<file path="config.mk">
export PLATFORM = sky130hd
export DESIGN_NAME = uart_tx_arb
export DESIGN_NICKNAME = d
export VERILOG_FILES = /design/src/rtl/uart_tx_arb.sv
export SDC_FILE = /design/constraint.sdc
export NUM_CORES = 1
export LEC_CHECK = 0
export ABC_CLOCK_PERIOD_IN_PS = 2750
export BUFFER_PORTS_ARGS = -buffer_cell sky130_fd_sc_hd__buf_4
export CORE_ASPECT_RATIO = 0.8
export CORE_MARGIN = 2
export CORE_UTILIZATION = 38
export CTS_BUF_LIST = sky130_fd_sc_hd__clkbuf_16
export DETAILED_ROUTE_END_ITERATION = 12
export PLACE_DENSITY = 0.71
export SYNTH_ARGS = -nofsm -noshare
export SYNTH_HDL_FRONTEND = slang
export SYNTH_SLANG_ARGS = --single-unit
</file>
<file path="constraint.sdc">
create_clock -name clk_i -period 2.75 [get_ports clk_i]
set_clock_uncertainty 0.15 [all_clocks]
set_input_delay 0.275 -clock clk_i [delete_from_list [all_inputs] [get_ports clk_i]]
set_output_delay 0.275 -clock clk_i [all_outputs]
set_load 0.05 [all_outputs]
</file>
<file path="src/rtl/uart_tx_arb.sv">
// Round-robin arbiter that locks one byte-stream requester onto the UART TX FIFO
// until its packet ends or the burst limit is reached.
module uart_tx_arb #(
    parameter int unsigned NumReq   = 4,
    parameter int unsigned MaxBurst = 16
) (
    input  logic                  clk_i,
    input  logic                  rst_ni,
    input  logic                  enable_i,
    input  logic                  clr_i,
    input  logic [NumReq-1:0]     req_valid_i,
    input  logic [8*NumReq-1:0]   req_data_i,
    input  logic [NumReq-1:0]     req_last_i,
    output logic [NumReq-1:0]     req_ready_o,
    output logic                  fifo_wvalid_o,
    output logic [7:0]            fifo_wdata_o,
    input  logic                  fifo_wready_i,
    output logic [NumReq-1:0]     grant_o,
    output logic                  busy_o
);

    localparam int unsigned OwnW = (NumReq > 1) ? $clog2(NumReq) : 1;
    localparam int unsigned CntW = $clog2(MaxBurst);

    typedef enum logic {
        IDLE,
        LOCK
    } state_t;

    state_t            state;
    logic [OwnW-1:0]   owner;
    logic [OwnW-1:0]   rr_ptr;
    logic [CntW-1:0]   burst_cnt;

    logic [OwnW-1:0]   pick;
    logic [OwnW-1:0]   cand;
    logic [OwnW-1:0]   rr_next;
    logic              any_req;
    logic              lock;
    logic              beat;
    logic              done;

    // First valid requester at or above rr_ptr, wrapping around.
    always_comb begin
        pick    = '0;
        cand    = '0;
        any_req = 1'b0;
        for (int unsigned i = 0; i < NumReq; i++) begin
            cand = OwnW'((32'(rr_ptr) + i) % NumReq);
            if (!any_req && req_valid_i[cand]) begin
                pick    = cand;
                any_req = 1'b1;
            end
        end
    end

    // clr_i suppresses the handshake in its own cycle; data still follows the owner.
    always_comb begin
        lock          = (state == LOCK);
        busy_o        = lock;
        grant_o       = '0;
        req_ready_o   = '0;
        fifo_wvalid_o = 1'b0;
        fifo_wdata_o  = '0;
        if (lock) begin
            grant_o[owner] = 1'b1;
            fifo_wdata_o   = req_data_i[{owner, 3'b000} +: 8];
            if (!clr_i) begin
                fifo_wvalid_o      = req_valid_i[owner];
                req_ready_o[owner] = fifo_wready_i;
            end
        end
        beat    = fifo_wvalid_o && fifo_wready_i;
        done    = beat && (req_last_i[owner] || (burst_cnt == CntW'(MaxBurst - 1)));
        rr_next = (owner == OwnW'(NumReq - 1)) ? '0 : owner + OwnW'(1);
    end

    always_ff @(posedge clk_i or negedge rst_ni) begin
        if (!rst_ni) begin
            state     <= IDLE;
            owner     <= '0;
            rr_ptr    <= '0;
            burst_cnt <= '0;
        end else if (clr_i) begin
            state     <= IDLE;
            rr_ptr    <= '0;
            burst_cnt <= '0;
        end else begin
            case (state)
                IDLE: begin
                    if (enable_i && any_req) begin
                        owner     <= pick;
                        burst_cnt <= '0;
                        state     <= LOCK;
                    end
                end
                LOCK: begin
                    if (beat) begin
                        burst_cnt <= burst_cnt + CntW'(1);
                    end
                    if (done) begin
                        state  <= IDLE;
                        rr_ptr <= rr_next;
                    end
                end
                default: state <= IDLE;
            endcase
        end
    end

endmodule

</file>
==> impl_metrics.json, run 1 <==
{
  "outcome": "completed",
  "clock_tree.root_cell": "sky130_fd_sc_hd__clkbuf_16",
  "irDropWorstVdd_uv": 278.9,
  "timing.setup.critical_path_class": "flop to output pin",
  "synth_area_per_cell_um2": 10.43,
  "final_min_period_over_clock_period_pct": 89.19,
  "gr-total-overflow": 0,
  "setup_viol_count_final": 0,
  "hold_viol_final": 0,
  "post-route-worst-setup-slack_ns": 0.2973,
  "cp.required_ns": 2.33,
  "num-fill-cells": 203,
  "critical_path.cell_chain": "mux4_2, and2_1, buf_4",
  "cts-buffers-inserted": 3,
  "cp-start-kind": "flop",
  "placement.io_buffers": 62,
  "synth_seq_cells": 9,
  "cts_hold_buffers": 1,
  "p_leak_nw": 0.7661,
  "grt_pass1_wl_um": 4726,
  "cts.clk_slew.worst_paths_ns": 0.04,
  "worstPathArrival_ns": 2.03,
  "antenna_violations_before_repair": 0,
  "diodes": 0,
  "critical_path.max_stage_delay_ns": 0.84,
  "gp_routability_congestion": 0.8394,
  "postSynth.topFlopCell": "sky130_fd_sc_hd__dfrtp_1",
  "vias_in_the_first_global_route": 1015,
  "cts_post_setup_buffers_inserted": 0,
  "finalNonFillerCells": 192,
  "placedCellCount": 187,
  "post_cts_resize_count": 0,
  "max-slew-margin-rel_pct": 48.43,
  "ctsHtreeMaxLevel": 1,
  "synthesis.area_um2": 959.7,
  "dp.final_hpwl_um": 2356,
  "layout_min_cycle_time_ns": 2.453,
  "detailed_router_iteration_count_before_antenna_repair": 4,
  "syn2layout_area_growth_pct": 60.76,
  "dr_total_vias": 992,
  "synthesis.nets": 142,
  "post-place-ws_ns": 0.5455,
  "clk_path_buf_depth": 2,
  "cts_num_sinks": 9,
  "ys_warn_count": 0,
  "rrSetupSlack_ns": 0.56,
  "routed_wire_length_per_instance_um": 15.01,
  "power.density_nw_per_um2": 526.5,
  "grt_start_max_net_pins": 18,
  "floorplan.initialDensity_pct": 39.62,
  "drv.max_cap_violation_count": 0,
  "worstSkewPairLatency_ns": 0.24,
  "drive_above_1_share_pct": 50.64,
  "floorplan.die.height_um": 48.95,
  "worst_setup_end_kind": "output pin",
  "total_power_uw": 812.3,
  "routed_via_density": 5.167,
  "cp.buffers_inverters": 1,
  "finish.net_count": 207,
  "iter_0_drt_violations": 67,
  "post_route_worst_hold_slack_ns": 0.2216,
  "unrepaired_setup_endpoints_after_global_routing": "no",
  "fmax_ghz": 0.4077,
  "routed_wl_um": 2882,
  "ios": 63,
  "critPathSlowestCell": "sky130_fd_sc_hd__dfrtp_1",
  "ant_nets": 0,
  "report.final.slew_viol_count": 0,
  "tightestPinTransition_ns": 0.7736,
  "worst-path-max-fanout": 17,
  "grtUsageTotal_pct": 21.02,
  "num_rows": 16,
  "synth_cells": 92,
  "synthDistinctLibCells": 38,
  "die_area_um2": 2946,
  "asyncSetResetFlopFracSynth_pct": 100.0,
  "coreArea_um2": 2422,
  "synth_enable_flop_cells": 0,
  "finalSetupTns_ns": 0,
  "remaining_routing_drc_violations": 0,
  "critPathTopFamily": "flip-flops",
  "yosysSeqAreaShare_pct": 23.47,
  "hold_path_class": "input pin to flop",
  "cts_tree": "yes",
  "dieWidth_um": 60.19
}
-- registers in the layout (all words and copies together) (netlist names) --
| signal | count |
|---|---|
| busy_o | 1 |
| owner | 2 |
| burst_cnt | 4 |
| rr_ptr | 2 |
-- cells by family after synthesis --
kind of cell / share of synthesized area [%]
DFF: 23.47
and+or+nand+nor: 19.69
AOI/OAI and AO/OA: 18.91
buffers and inverters: 4.822
adders and majority gates: 6.519
muxes: 26.60
-- Yosys cell counts (3+ instances only) --
library cell / instances / area [um2]
sky130_fd_sc_hd__nand2_1: 3 / 11.26
sky130_fd_sc_hd__mux4_2: 9 / 202.7
sky130_fd_sc_hd__inv_1: 6 / 22.52
sky130_fd_sc_hd__mux2i_1: 3 / 30.03
sky130_fd_sc_hd__and3_1: 5 / 31.28
sky130_fd_sc_hd__ha_1: 5 / 62.56
sky130_fd_sc_hd__dfrtp_1: 9 / 225.2
sky130_fd_sc_hd__nor2_1: 3 / 11.26
sky130_fd_sc_hd__and2_1: 12 / 75.07
-- final timing paths --
path	cells past startpoint	to	from
worst max-delay path	3	fifo_wdata_o[4]	owner[0]
worst min-delay path	3	owner[1]	req_valid_i[3]
worst max register to register	4	rr_ptr[0]	owner[0]
worst min register to register	1	burst_cnt[0]	burst_cnt[0]
max in group asynchronous	2	burst_cnt[3]	rst_ni
min in group asynchronous	2	owner[1]	rst_ni
-- power by group --
group / switching (mW) / internal (mW)
registers: 0.0373 / 0.143
logic: 0.196 / 0.177
clock network: 0.0688 / 0.191
-- per-stage QoR --
stage / utilization [%] / instance area (um2)
after floorplan: - / 959.7
after global placement: 60.02 / 1454
after detailed placement: 60.02 / 1454
after CTS: 63.69 / 1543
after global routing: 63.69 / 1543
final: 63.69 / 1543
-- worst reg2reg max path, stage by stage (launching register included) --
cell                      delay, ns
sky130_fd_sc_hd__dfrtp_1       0.84
sky130_fd_sc_hd__mux4_2        0.59
sky130_fd_sc_hd__a31oi_1       0.23
sky130_fd_sc_hd__or3_4         0.19
sky130_fd_sc_hd__o41ai_2       0.05
-- routing by layer --
layer  up-vias  share of wire, %  global-route usage, %
li1        486                 -                      -
met2        20                51                  33.33
met4         0              0.56                  5.185
met5         -                 0                      0
met3         2               3.0                  5.570
met1       484                45                  28.33
-- cell type report --
class                      instances  area, um2  share of cell area (%)
clock buffer                       3      75.07                   4.866
clock inverter                     1      3.754                  0.2433
inverter                           6      22.52                   1.460
multi-input combinational         73      688.2                   44.61
sequential                         9      225.2                   14.60
tap                               36      45.04                   2.920
timing repair buffer              64      483.0                   31.31
-- cells in the final DEF (no fill, tap or decap), types with 2 or more instances in the layout --
cell / n
sky130_fd_sc_hd__buf_4: 63
sky130_fd_sc_hd__and2_1: 12
sky130_fd_sc_hd__mux4_2: 9
sky130_fd_sc_hd__dfrtp_1: 9
sky130_fd_sc_hd__inv_1: 7
sky130_fd_sc_hd__and3_1: 5
sky130_fd_sc_hd__ha_1: 5
sky130_fd_sc_hd__mux2i_1: 3
sky130_fd_sc_hd__nor2_1: 3
sky130_fd_sc_hd__nand2_1: 3
sky130_fd_sc_hd__clkbuf_16: 3
sky130_fd_sc_hd__a31oi_1: 2
sky130_fd_sc_hd__a21o_1: 2
sky130_fd_sc_hd__nand2b_1: 2
sky130_fd_sc_hd__o221ai_1: 2
sky130_fd_sc_hd__a21oi_1: 2
sky130_fd_sc_hd__o21ai_1: 2
sky130_fd_sc_hd__o311ai_0: 2
No activity file was read; power rests on OpenSTA's default activity.
==> run 2: changes to the inputs <==
- CELL_PAD_IN_SITES_DETAIL_PLACEMENT: not set -> 1
- CELL_PAD_IN_SITES_GLOBAL_PLACEMENT: not set -> 2
- CORE_UTILIZATION: 38 -> 25
- PLACE_DENSITY: 0.71 -> 0.82
==> run 2 against run 1 <==
Total power up 0.14%. Sequential share of layout area shrank 0.094 points. Combinational power is essentially flat. Via count is 2.0% higher. Register-to-register slack lost 0.05 ns. Worst hold slack improved by 0.015 ns. Clock-buffer cell count is the same. Largest cell class unchanged. Largest power group unchanged.
==> impl_metrics.json, run 2 (synthesis gave the netlist of run 1 again) <==
{
  "outcome": "completed",
  "clock_tree.root_cell": "sky130_fd_sc_hd__clkbuf_16",
  "tightestPinTransition_ns": 0.8042,
  "largest_registers": "burst_cnt (4), owner (2), rr_ptr (2)",
  "placed_cell_area_um2": 1464,
  "routed_via_density": 5.060,
  "dp.final_hpwl_um": 2706,
  "cts_tree": "yes",
  "mostFrequentLayoutCell": "sky130_fd_sc_hd__buf_4",
  "clk_path_buf_depth": 2,
  "grtUsageTotal_pct": 16.28,
  "diodes": 0,
  "worst-path-max-fanout": 17,
  "finalSetupTns_ns": 0,
  "num_rows": 20,
  "cts_num_sinks": 9,
  "worst_setup_end_kind": "output pin",
  "critical_path.max_stage_delay_ns": 0.86,
  "unrepaired_setup_endpoints_after_global_routing": "no",
  "antenna_violations_before_repair": 0,
  "largest-register": "burst_cnt",
  "vias_in_the_first_global_route": 1077,
  "ios": 63,
  "dieWidth_um": 73.27,
  "total_power_uw": 813.5,
  "layout.cells.most_common_list": "sky130_fd_sc_hd__buf_4, sky130_fd_sc_hd__and2_1, sky130_fd_sc_hd__mux4_2, sky130_fd_sc_hd__dfrtp_1, sky130_fd_sc_hd__inv_1",
  "grt_start_max_net_pins": 18,
  "p_leak_nw": 0.7661,
  "floorplan.initialDensity_pct": 25.74,
  "setup_viol_count_final": 0,
  "max_ffs_per_register": 4,
  "critPathSlowestCell": "sky130_fd_sc_hd__dfrtp_1",
  "floorplan.die.height_um": 59.42,
  "num-fill-cells": 445,
  "power.density_nw_per_um2": 523.9,
  "worstPathArrival_ns": 2.06,
  "ant_nets": 0,
  "post-place-ws_ns": 0.4882,
  "final_min_period_over_clock_period_pct": 90.37,
  "cp.required_ns": 2.33,
  "finish.net_count": 207,
  "remaining_routing_drc_violations": 0,
  "max-slew-margin-rel_pct": 46.38,
  "critPathTopFamily": "flip-flops",
  "placement.io_buffers": 62,
  "final_design_area_no_fill_um2": 1553,
  "multi_input_area_um2": 688.2,
  "cts.clk_slew.worst_paths_ns": 0.04,
  "rrSetupSlack_ns": 0.51,
  "drive_above_1_share_pct": 50.64,
  "cp.buffers_inverters": 2,
  "grt_pass1_wl_um": 5444,
  "timing.setup.critical_path_class": "flop to output pin",
  "routed_wire_length_per_instance_um": 16.33,
  "report.final.slew_viol_count": 0,
  "detailed_router_iteration_count_before_antenna_repair": 4,
  "coreArea_um2": 3729,
  "cp-start-kind": "flop",
  "iter_0_drt_violations": 29,
  "layout_min_cycle_time_ns": 2.485,
  "dr_total_vias": 1012,
  "critical_path.cell_chain": "inv_1, ha_1, and2_1, and3_1, buf_4",
  "routed_wl_um": 3265,
  "ctsHtreeMaxLevel": 1,
  "fmax_ghz": 0.4024,
  "die_area_um2": 4353,
  "drv.max_cap_violation_count": 0,
  "hold_viol_final": 0,
  "hold_path_class": "input pin to async pin",
  "post_route_worst_hold_slack_ns": 0.2364,
  "syn2layout_area_growth_pct": 61.80,
  "gr-total-overflow": 0,
  "gp_routability_congestion": 0.7675,
  "worstSkewPairLatency_ns": 0.23,
  "irDropWorstVdd_uv": 433.0,
  "post-route-worst-setup-slack_ns": 0.2647,
  "sequential_cell_area_um2": 225.2,
  "cts-buffers-inserted": 3
}
## run 2: cell counts in the layout (fill, tap and decap cells not counted)
No cell type changed its count.
## run 2: timing repair
action	CTS	global route
hold endpoints to repair	9	0
setup buffers	0	0
hold buffers	1	0
gates resized for setup	0	0
## run 2: final timing paths
kind / from / to / cells after the start
max in group asynchronous: rst_ni / rr_ptr[0] / 2
worst max-delay path: owner[0] / req_ready_o[2] / 5
min in group clk_i: req_valid_i[3] / owner[1] / 3
worst max register to register: owner[0] / rr_ptr[0] / 4
worst min-delay path: rst_ni / burst_cnt[1] / 2
worst min register to register: burst_cnt[0] / burst_cnt[0] / 1
## run 2: metal layers
| layer | global-route usage, % | wire length [um] | vias to the layer above |
|---|---|---|---|
| li1 | - | - | 488 |
| met1 | 20.98 | 1504 | 503 |
| met2 | 27.67 | 1625 | 15 |
| met3 | 3.571 | 86 | 6 |
| met5 | 0 | 0 | - |
| met4 | 4.233 | 48 | 0 |
## run 2: stage by stage
stage / instances / utilization [%]
after floorplan: 92 / -
after global placement: 195 / 39.26
after detailed placement: 195 / 39.26
after CTS: 200 / 41.64
after global routing: 200 / 41.64
final: 200 / 41.64
## run 2: worst reg2reg max path, delay by kind of cell, from the launching register on
family          cells  cell delay [ns]
compound gates      2             0.30
mux                 1             0.60
simple gates        1             0.19
flops               1             0.86
## run 2: layout make-up
cell class	count	share of cell area [%]
clock inverter	1	0.2417
sequential	9	14.50
timing repair buffer	64	31.10
tap	44	3.546
inverter	6	1.450
multi-input combinational	73	44.32
clock buffer	3	4.835
## run 2: power by group
part / total, mW / switching, mW / internal, mW
Clock: 0.256 / 0.0662 / 0.190
Sequential: 0.183 / 0.0402 / 0.143
Combinational: 0.374 / 0.196 / 0.178
